`src/rtl/intr_pkg.sv`:
```
// Shared constants for the interrupt source conditioner: register offsets,
// MODE field positions and line count.
package intr_pkg;

  localparam int N_LINES = 4;

  localparam logic [1:0] IE_OFS     = 2'd0;
  localparam logic [1:0] MODE_OFS   = 2'd1;
  localparam logic [1:0] STAT_OFS   = 2'd2;
  localparam logic [1:0] SWTRIG_OFS = 2'd3;

  localparam int MODE_EDGE_LSB = 0;
  localparam int MODE_INV_LSB  = 4;

  typedef logic [N_LINES-1:0] line_vec_t;

endpackage

```
`src/rtl/intr_filt.sv`:
```
// One interrupt line: two-flop synchronizer followed by a glitch filter that
// only follows the synchronized pin after FILT_LEN consecutive disagreeing cycles.
module intr_filt #(
  parameter int FILT_LEN = 4
) (
  input  logic clock,
  input  logic reset,
  input  logic pin,
  output logic filt
);

  logic       s1_q, s1_d;
  logic       s2_q, s2_d;
  logic       filt_q, filt_d;
  logic [3:0] cnt_q, cnt_d;

  always_comb begin
    s1_d   = pin;
    s2_d   = s1_q;
    filt_d = filt_q;
    cnt_d  = 4'd0;
    // The cycle that would bring the count to FILT_LEN flips the output instead.
    if (s2_q != filt_q) begin
      if (cnt_q == 4'(FILT_LEN - 1)) begin
        filt_d = s2_q;
      end else begin
        cnt_d = cnt_q + 4'd1;
      end
    end
  end

  always_ff @(posedge clock or posedge reset) begin
    if (reset) begin
      s1_q   <= 1'b0;
      s2_q   <= 1'b0;
      filt_q <= 1'b0;
      cnt_q  <= 4'd0;
    end else begin
      s1_q   <= s1_d;
      s2_q   <= s2_d;
      filt_q <= filt_d;
      cnt_q  <= cnt_d;
    end
  end

  assign filt = filt_q;

endmodule

```
`src/rtl/intr_src.sv`:
```
// Interrupt source conditioner: filtered pins, polarity/edge selection, sticky
// flags, software trigger and the interrupt enable register on the I/O bus.
module intr_src
  import intr_pkg::*;
#(
  parameter logic [7:0] BASE_ADDR = 8'h20,
  parameter int         FILT_LEN  = 4
) (
  input  logic       clock,
  input  logic       reset,
  input  logic [3:0] irq_pin,
  input  logic [7:0] io_addr,
  input  logic       io_wr,
  input  logic       io_rd,
  input  logic [7:0] io_wr_data,
  output logic [7:0] io_rd_data,
  output logic [3:0] ext_intr,
  output logic [3:0] intr_ena
);

  line_vec_t filt;

  for (genvar i = 0; i < N_LINES; i++) begin : g_line
    intr_filt #(.FILT_LEN(FILT_LEN)) u_filt (
      .clock (clock),
      .reset (reset),
      .pin   (irq_pin[i]),
      .filt  (filt[i])
    );
  end

  line_vec_t ie_q, ie_d;
  logic [7:0] mode_q, mode_d;
  line_vec_t act_dly_q, act_dly_d;
  line_vec_t flag_q, flag_d;
  line_vec_t ext_q, ext_d;

  logic [7:0] ofs;
  logic       hit;
  logic       wr_ie, wr_mode, wr_stat, wr_sw;
  line_vec_t  edge_en, inv, act, rise, swtrig, w1c;

  assign ofs     = io_addr - BASE_ADDR;
  assign hit     = (ofs[7:2] == 6'd0);
  assign wr_ie   = io_wr && hit && (ofs[1:0] == IE_OFS);
  assign wr_mode = io_wr && hit && (ofs[1:0] == MODE_OFS);
  assign wr_stat = io_wr && hit && (ofs[1:0] == STAT_OFS);
  assign wr_sw   = io_wr && hit && (ofs[1:0] == SWTRIG_OFS);

  assign edge_en = mode_q[MODE_EDGE_LSB +: N_LINES];
  assign inv     = mode_q[MODE_INV_LSB +: N_LINES];
  assign act     = filt ^ inv;
  assign rise    = act & ~act_dly_q;
  assign swtrig  = wr_sw ? io_wr_data[N_LINES-1:0] : '0;
  assign w1c     = wr_stat ? io_wr_data[N_LINES-1:0] : '0;

  always_comb begin
    ie_d   = wr_ie ? io_wr_data[N_LINES-1:0] : ie_q;
    mode_d = wr_mode ? io_wr_data : mode_q;
    // A MODE write reloads the delayed level with the post-write polarity so the
    // change itself never looks like a rising edge.
    act_dly_d = wr_mode ? (filt ^ io_wr_data[MODE_INV_LSB +: N_LINES]) : act;
    ext_d     = (edge_en & rise) | (~edge_en & act) | swtrig;
    // Set has priority over a same-cycle write-one-to-clear.
    flag_d    = (flag_q & ~w1c) | rise | swtrig;
  end

  always_ff @(posedge clock or posedge reset) begin
    if (reset) begin
      ie_q      <= '0;
      mode_q    <= 8'd0;
      act_dly_q <= '0;
      flag_q    <= '0;
      ext_q     <= '0;
    end else begin
      ie_q      <= ie_d;
      mode_q    <= mode_d;
      act_dly_q <= act_dly_d;
      flag_q    <= flag_d;
      ext_q     <= ext_d;
    end
  end

  always_comb begin
    io_rd_data = 8'd0;
    if (io_rd && hit) begin
      case (ofs[1:0])
        IE_OFS:   io_rd_data = {4'd0, ie_q};
        MODE_OFS: io_rd_data = mode_q;
        STAT_OFS: io_rd_data = {act, flag_q};
        default:  io_rd_data = 8'd0;
      endcase
    end
  end

  assign ext_intr = ext_q;
  assign intr_ena = ie_q;

endmodule

```
`config.mk`:
```
export PLATFORM = sky130hd
export DESIGN_NAME = intr_src
export DESIGN_NICKNAME = d
export VERILOG_FILES = /design/src/rtl/intr_pkg.sv /design/src/rtl/intr_filt.sv /design/src/rtl/intr_src.sv
export SDC_FILE = /design/constraint.sdc
export NUM_CORES = 1
export LEC_CHECK = 0
export ABC_AREA = 1
export CAP_MARGIN = 30
export CELL_PAD_IN_SITES_DETAIL_PLACEMENT = 1
export CELL_PAD_IN_SITES_GLOBAL_PLACEMENT = 2
export CORE_ASPECT_RATIO = 1.25
export CORE_UTILIZATION = 30
export CTS_BUF_LIST = sky130_fd_sc_hd__clkbuf_8
export DETAILED_ROUTE_END_ITERATION = 7
export MAX_ROUTING_LAYER = met4
export PLACE_DENSITY_LB_ADDON = 0.1
export SLEW_MARGIN = 20
export SYNTH_ARGS = -nofsm -noshare
export SYNTH_HDL_FRONTEND = slang
export SYNTH_SLANG_ARGS = --single-unit
```
`constraint.sdc`:
```
create_clock -name clock -period 1.4 [get_ports clock]
set_input_delay 0.21 -clock clock [delete_from_list [all_inputs] [get_ports clock]]
set_output_delay 0.21 -clock clock [all_outputs]
set_load 0.005 [all_outputs]
```
==> results of run 1 <==
metal layers:
| layer | wire length (microns) | vias up | share of wire [%] |
|---|---|---|---|
| met5 | 0 | - | 0 |
| met2 | 3030 | 32 | 53 |
| met1 | 2450 | 932 | 43 |
| met4 | 60 | 0 | 1.0 |
| li1 | - | 972 | - |
| met3 | 184 | 4 | 3.2 |
cell usage in the layout, fill, tap and decap left out, drive strengths merged:
| cell | synthesis | routed |
|---|---|---|
| a221oi | 1 | 1 |
| a22oi | 4 | 4 |
| a31oi | 3 | 3 |
| and2 | 1 | 1 |
| buf | 4 | 46 |
| clkbuf | 0 | 6 |
| clkdlybuf4s15 | 0 | 4 |
| clkdlybuf4s50 | 0 | 18 |
| clkinv | 0 | 2 |
| clkinvlp | 0 | 2 |
| dfrtp | 52 | 52 |
| dlygate4sd2 | 0 | 3 |
| dlymetal6s2s | 0 | 4 |
| ha | 5 | 5 |
| inv | 27 | 25 |
| mux2 | 4 | 4 |
| nand2 | 70 | 70 |
| nand3 | 5 | 5 |
| nand4 | 8 | 8 |
| nor2 | 32 | 34 |
| o21ai | 16 | 16 |
| or2 | 3 | 3 |
| xnor2 | 7 | 7 |
| xor2 | 13 | 13 |
Yosys cell counts:
cell      number
buf_2          2
nand3_1        4
or2_1          2
buf_8          1
or2_2          1
nand2_2        1
nand3_2        1
o21ai_1        3
buf_6          1
and2_1         1
a221oi_1       1
nor2_2         1
nand2_4        1
xor2_1        13
inv_2          1
nor2_1        27
xnor2_1        7
nor2_4         2
a22oi_1        4
o21ai_0       13
a31oi_1        3
inv_1         26
dfrtp_1       52
nor2_8         2
nand4_1        8
ha_1           5
nand2_1       68
mux2_2         4
registers in the layout (all words and copies together), names as in the netlist:
name / cells
g_line.u_filt.cnt_q: 16
intr_ena: 4
g_line.u_filt.filt: 4
mode_q: 8
ext_intr: 4
g_line.u_filt.s1_q: 4
flag_q: 4
act_dly_q: 4
g_line.u_filt.s2_q: 4
worst paths after layout:
path | slack (ns) | cells past startpoint | from | endpoint
worst max-delay path | -0.08 | 4 | g_line[0].u_filt.filt | io_rd_data[4]
worst min-delay path | 0.32 | 3 | reset | mode_q[7]
worst max register to register | 0.09 | 8 | g_line[0].u_filt.filt | flag_q[0]
worst min register to register | 0.36 | 0 | g_line[1].u_filt.s1_q | g_line[1].u_filt.s2_q
max in group asynchronous | 0.85 | 3 | reset | g_line[3].u_filt.cnt_q[0]
min in group clock | 0.34 | 1 | irq_pin[1] | g_line[1].u_filt.s1_q
through the flow:
stage                     util, %  setup slack (ns)  instances  instance area [sq um]
after floorplan                 -            0.0461        255                   2410
after global placement       39.9             -1.00        413                   3110
after detailed placement     39.9             -1.03        413                   3110
after CTS                    43.4            -0.110        429                   3380
after global routing         44.5            -0.134        431                   3470
final                        44.5           -0.0787        431                   3470
cell families after synthesis:
family	after synthesis	share of synthesized area [%]
AOI/OAI and AO/OA	24	5.72
xor gates and xnor gates	20	7.28
adders and majority gates	5	2.60
buffers and inverters	31	5.72
DFF	52	54.1
muxes	4	1.87
and+or+nand+nor	119	22.8
worst min-delay path, stage by stage:
cell and delay [ns]:
clkdlybuf4s50_1 0.44, clkinvlp_4 0.09, buf_12 0.27
layout make-up:
cell class	instances	area [sq um]
Clock buffer	6	82.6
Clock inverter	2	10.0
Fill cell	895	4320
Inverter	27	114
Multi-Input combinational cell	174	1170
Sequential cell	52	1300
Tap cell	95	119
Timing Repair Buffer	75	677
power breakdown:
| group | total, W | internal (W) | switching [W] |
|---|---|---|---|
| Clock | 0.000889 | 0.000396 | 0.000493 |
| Sequential | 0.00203 | 0.00183 | 0.000198 |
| Combinational | 0.00154 | 0.000797 | 0.000741 |
| Total | 0.00446 | 0.00302 | 0.00143 |
what timing repair did:
item	CTS	global route
resized for setup	92	18
setup buffers	7	1
setup endpoints to repair	36	28
gates cloned	1	2
pin swaps	20	12
==> reports/qor.log, run 1 <==
[placed_design] last weighted congestion value of the routability-driven placer 0.724
[global_route] routing usage on met3 2.32%
[global_route] most congested layer reported by global routing met2
[clocking] CTS tree yes
[clocking] insertion delay of the later-clocked pin in the worst-skew pair 0.30 ns
[sta] shortest clock period the worst path allows after layout 1.48 ns
[final_layout] area delta synth->final 44.1%
[sta] count of pins over their slew limit 0
[clocking] # H-tree levels 2
[sta] setup repair after global routing missed its margin true
[sta] Peak Freq 0.676 GHz
[synthesis] Yosys warning total 0
[detailed_routing] vias post-DR 1,940
[critical_path] number of buffers and inverters on the critical path 1
[synthesis] Avg Inst Size Synth 9.44 sq um
[critical_path] CP max stage delay 0.43 ns
[critical_path] Critical Path End Type output pin
[synthesis] leading post-synthesis cells by cell area dfrtp_1, nand2_1, xor2_1
[global_route] number of global-route vias before repair 2,032
[outcome] violations in the final reports setup timing
[flow_run] number of maximum-capacitance constraint violations 0
[sta] minimum hold slack 0.319 ns
[die] Core Footprint 0.00779 sq mm
[clocking] CTS Sinks 52
[synthesis] post-synth top area share 54.1%
[sta] accumulated negative setup slack -0.250 ns
[synthesis] area of the mapped netlist 0.00241 sq mm
[die] Die ar. 0.00839 sq mm
[synthesis] synth unique cells 28
[synthesis] biggest area consumer among synthesized cells dfrtp_1
[critical_path] slowest stage cell on the critical path dfrtp_1
[clocking] number of buffers created by CTS 5
[synthesis] post-synthesis instance total 255
[pwr] power density relative to cell area 1280 mW/mm^2
[detailed_routing] routed vias/inst 4.50
[synthesis] fraction of the yosys area taken by sequential cells 54.1%
[clocking] number of hold-repair buffers added at the cts stage 0
[final_layout] total number of nets in the final design 364
[final_layout] fraction of layout instances using a drive strength above 1 29.5%
[clocking] buffers from clock root to sink, at most 2
[die] starting density of the core 30.9%
[detailed_routing] DR DRC count 0
[critical_path] crit-path leading delay family flip-flops
[critical_path] critical path fanouts, max 2
[sta] clock skew after layout 0.0137 ns
[critical_path] type of the setup path with the least slack reg2out
[clocking] root buffer cell clkbuf_8
[global_route] global route total overflow 0
[synthesis] Synthesized Nets 284
[detailed_routing] Pre-Repair DR Iteration Count 4
[sta] count of final hold-check violations 0
[critical_path] CP Cell Sequence xor2_2 > a22oi_2 > nor2_4 > buf_2
[min_path] class of the worst hold path in2async
[placed_design] quantity of I/O buffers inserted on ports 39
[final_layout] diodes inserted 0
[critical_path] Crit path arrival time 1.27 ns
[die] overall die height 102 microns
[sta] ratio of final minimum period to clock period 106%
[global_route] initial antenna violation count 0
[global_route] met1 track demand over resource 17.0%
[sta] final setup violating endpoints 8
[detailed_routing] ANT nets after route 0
[critical_path] Worst EP required 1.19 ns
[global_route] largest net degree at the start of global routing 53
[detailed_routing] average wire per standard cell 13.3 microns
[pwr] Lkg Pwr 1.73 nW
[detailed_routing] drt first-iter violations 41
[synthesis] register bit total from synthesis 52
[global_route] met2 Resource Use GR 27.5%
[critical_path] startpoint type of the worst setup path register
[global_route] GRT Util Overall 15.4%
[sta] transition time at the pin with the least slew margin 0.343 ns
[clocking] clock transition at the register clock pins on the worst setup and hold paths after CTS 0.10 ns
[sta] Slew headroom 77.0%
[outcome] run status finished with violations
[sta] crit path setup slack, layout -0.0787 ns
[pwr] power consumption 0.00446 W
[die] # rows 36
[pwr] worst-case vdd ir drop 0.450 mV
[die] count of pins on the block boundary 40
[die] Die X-Extent 82.1 microns
[placed_design] half-perimeter wire length of the detailed placement result 4.03 mm
[detailed_routing] Final Routed Wirelength 5.72 mm
[global_route] wire length of the first global-routing pass 9.25 mm
Power figures use the tool's default switching activity.
==> run 2: changes to the inputs <==
==> constraint.sdc (replaced) <==
create_clock -name clock -period 1.2 [get_ports clock]
set_input_delay 0.18 -clock clock [delete_from_list [all_inputs] [get_ports clock]]
set_output_delay 0.18 -clock clock [all_outputs]
set_load 0.005 [all_outputs]
==> run 2 against run 1 <==
  * The flow still finishes with violations (setup timing)
  * Critical path depth did not move
  * Non-clock buffer count increased by 16
  * Core utilization up 2.4 points
  * Register-to-register slack lost 0.11 ns
  * Design area is 5.4% higher
  * Sequential cell count unchanged
  * Clock-buffer cell count is 1 higher
  * Worst hold slack got worse by 0.025 ns
  * Wire length rose by 1.6%
  * Worst setup slack got worse by 0.18 ns
  * Via count up 2.3%
  * First-iteration DRC count grew 24%
  * Largest cell class unchanged
==> reports/qor.log, run 2 (synthesis gave the netlist of run 1 again) <==
[outcome] run status finished with violations
[outcome] violations in the final reports setup timing
[clocking] number of hold-repair buffers added at the cts stage 0 [unchanged]
[pwr] sequential share of power 40.3% [-5.2 points]
[critical_path] Critical Path End Type output pin
[die] # rows 36 [unchanged]
[critical_path] Worst Setup EP io_rd_data[0]
[min_path] class of the worst hold path in2async
[placed_design] Placed Cells incl. Taps 426 [+3.1%]
[final_layout] registers with the most flip-flops g_line.u_filt.cnt_q x16, mode_q x8
[global_route] largest net degree at the start of global routing 53 [unchanged]
[final_layout] final core occ 46.9% [+2.4 points]
[final_layout] flip-flop count of the largest register after layout 16 [unchanged]
[pwr] Switching Share 30.7% [-1.4 points]
[global_route] global route total overflow 0 [unchanged]
[final_layout] register with the highest flop count g_line.u_filt.cnt_q
[critical_path] setup slack on the worst flop-to-flop path -0.02 ns [-0.11 ns]
[critical_path] crit-path leading delay family flip-flops
[final_layout] fraction of layout instances using a drive strength above 1 38.3% [+8.8 points]
[critical_path] type of the setup path with the least slack reg2out
[sta] shortest clock period the worst path allows after layout 1.46 ns
[sta] Peak Freq 0.683 GHz
[global_route] initial antenna violation count 0 [unchanged]
[critical_path] CP max stage delay 0.41 ns [-0.02 ns]
[sta] final setup violating endpoints 11 [+3]
[critical_path] number of buffers and inverters on the critical path 2 [+1]
[final_layout] final non-filler cell total 445 [+3.2%]
[placed_design] post-placement setup slack -1.25 ns [-0.213 ns]
[placed_design] quantity of I/O buffers inserted on ports 39 [unchanged]
[critical_path] startpoint type of the worst setup path register
[detailed_routing] average wire per standard cell 13.1 microns [-1.6%]
[detailed_routing] drt first-iter violations 51 [+24%]
[detailed_routing] routed vias/inst 4.46 [-0.90%]
[detailed_routing] ANT nets after route 0 [unchanged]
[die] Die ar. 0.00839 sq mm [unchanged]
[critical_path] worst r2r src mode_q[5]
[clocking] CTS Sinks 52 [unchanged]
[clocking] # H-tree levels 2 [unchanged]
[die] overall die height 102 microns [unchanged]
[critical_path] Worst EP required 1.02 ns [-0.17 ns]
[critical_path] CP Cell Sequence buf_6 > a221oi_4 > nor2_4 > buf_2
[pwr] fraction of power consumed by combinational cells 37.0% [+2.5 points]
[sta] Slew headroom 80.8% [+3.8 points]
[final_layout] fill cell total of the finished layout 890 [-0.56%]
[final_layout] area delta synth->final 51.9%
[sta] clock skew after layout 0.00876 ns [-0.00494 ns]
[clocking] insertion delay of the later-clocked pin in the worst-skew pair 0.30 ns [about the same]
[sta] transition time at the pin with the least slew margin 0.288 ns [-0.0542 ns]
[sta] accumulated negative setup slack -1.85 ns [-1.60 ns]
[critical_path] Worst path depth 4 [unchanged]
[pwr] cell-internal power 0.00406 W [+34%]
[die] starting density of the core 30.9% [unchanged]
[detailed_routing] DR DRC count 0 [unchanged]
[detailed_routing] Pre-Repair DR Iteration Count 3 [-1]
[pwr] share of total power in the clock network 22.7% [+2.8 points]
[sta] setup repair after global routing missed its margin true
[pwr] worst-case vdd ir drop 0.703 mV [+56%]
[critical_path] Crit path arrival time 1.28 ns [about the same]
[critical_path] slowest stage cell on the critical path dfrtp_1
[critical_path] critical path fanouts, max 2 [unchanged]
[sta] minimum hold slack 0.295 ns [-0.0249 ns]
[global_route] number of global-route vias before repair 2,118 [+4.2%]
[sta] count of final hold-check violations 0 [unchanged]
[die] count of pins on the block boundary 40 [unchanged]
[clocking] number of buffers created by CTS 5 [unchanged]
[global_route] wire length of the first global-routing pass 9.89 mm [+6.9%]
[sta] ratio of final minimum period to clock period 122%
[clocking] CTS tree yes
[global_route] GRT Util Overall 16.1% [+0.69 points]
[clocking] buffers from clock root to sink, at most 2 [unchanged]
[pwr] power density relative to cell area 1600 mW/mm^2 [+25%]
[detailed_routing] Final Routed Wirelength 5.82 mm [+1.6%]
[placed_design] half-perimeter wire length of the detailed placement result 4.23 mm [+5.0%]
[final_layout] total number of nets in the final design 378 [+3.8%]
[pwr] power dissipated by switching net loads 0.00180 W [+26%]
[sta] crit path setup slack, layout -0.264 ns [-0.185 ns]
[critical_path] launch point of the worst path intr_ena[0]
[die] Die X-Extent 82.1 microns [unchanged]
[critical_path] worst reg2reg path endpoint ext_intr[1]
[flow_run] number of maximum-capacitance constraint violations 0 [unchanged]
[clocking] clock transition at the register clock pins on the worst setup and hold paths after CTS 0.10 ns [about the same]
[sta] count of pins over their slew limit 0 [unchanged]
[final_layout] most used cells in the layout excluding fill and tap cells nand2_1, dfrtp_1, buf_4
[pwr] Lkg Pwr 1.81 nW [+4.4%]
[placed_design] last weighted congestion value of the routability-driven placer 0.755 [+4.3%]
[detailed_routing] vias post-DR 1,985 [+2.3%]
[critical_path] cell count of the worst reg-to-reg path 7 [-1]
[clocking] root buffer cell clkbuf_8
[die] Core Footprint 0.00779 sq mm [unchanged]
[final_layout] diodes inserted 0 [unchanged]
[final_layout] most frequent standard cell in the layout excluding fill and tap cells nand2_1
==> run 2: cell type report <==
cell class                 instances  area, sq um  share of cell area (%)
clock buffer                       7         96.3                    2.63
clock inverter                     1         30.0                   0.821
inverter                          27          120                    3.28
multi-input combinational        172         1210                    33.0
sequential                        52         1300                    35.6
tap                               95          119                    3.25
timing repair buffer              91          782                    21.4
==> run 2: stage by stage <==
stage / total power, W / area [sq um]
floorplan: 0.00334 / 2450
finish: 0.00586 / 3660
global placement: 0.00413 / 3270
detailed placement: 0.00419 / 3270
CTS: 0.00567 / 3500
global route: 0.00630 / 3660
==> run 2: worst register-to-register path, delay by kind of cell, from the launching register on <==
| family | cells | cell delay, ns |
|---|---|---|
| simple gates | 3 | 0.33 |
| flops | 1 | 0.42 |
| xor+xnor | 1 | 0.21 |
| buf+inv | 3 | 0.21 |
==> run 2: how the worst min path moves through the flow <==
stage,startpoint,end,cells after the start
floorplan,irq_pin[0],g_line[0].u_filt.s1_q,0
global placement,g_line[1].u_filt.s1_q,g_line[1].u_filt.s2_q,0
detailed placement,g_line[0].u_filt.s1_q,g_line[0].u_filt.s2_q,0
CTS,irq_pin[3],g_line[3].u_filt.s1_q,1
global route,irq_pin[3],g_line[3].u_filt.s1_q,1
finish,reset,g_line[3].u_filt.s1_q,3
==> run 2: per-layer routing <==
metal  vias up  wire length (microns)  GRT usage, %
li1        987                      -             -
met3         5                    155          2.41
met1       962                   2510          18.7
met4         0                     57          4.45
met5         -                      0             -
met2        31                   3100          28.2
==> run 2: power by group through the flow <==
stage	sequential (W)	combinational [W]	clock (W)
after floorplan	0.00239	0.000941	0
after global placement	0.00236	0.00177	0
after detailed placement	0.00238	0.00181	0
after CTS	0.00236	0.00191	0.00140
after global routing	0.00241	0.00244	0.00145
final	0.00236	0.00217	0.00133
==> run 2: timing repair <==
| action | CTS | global route |
|---|---|---|
| pin swaps | 13 | 9 |
| setup buffers | 6 | 9 |
| gates resized for setup | 102 | 27 |
| setup endpoints to repair | 40 | 31 |
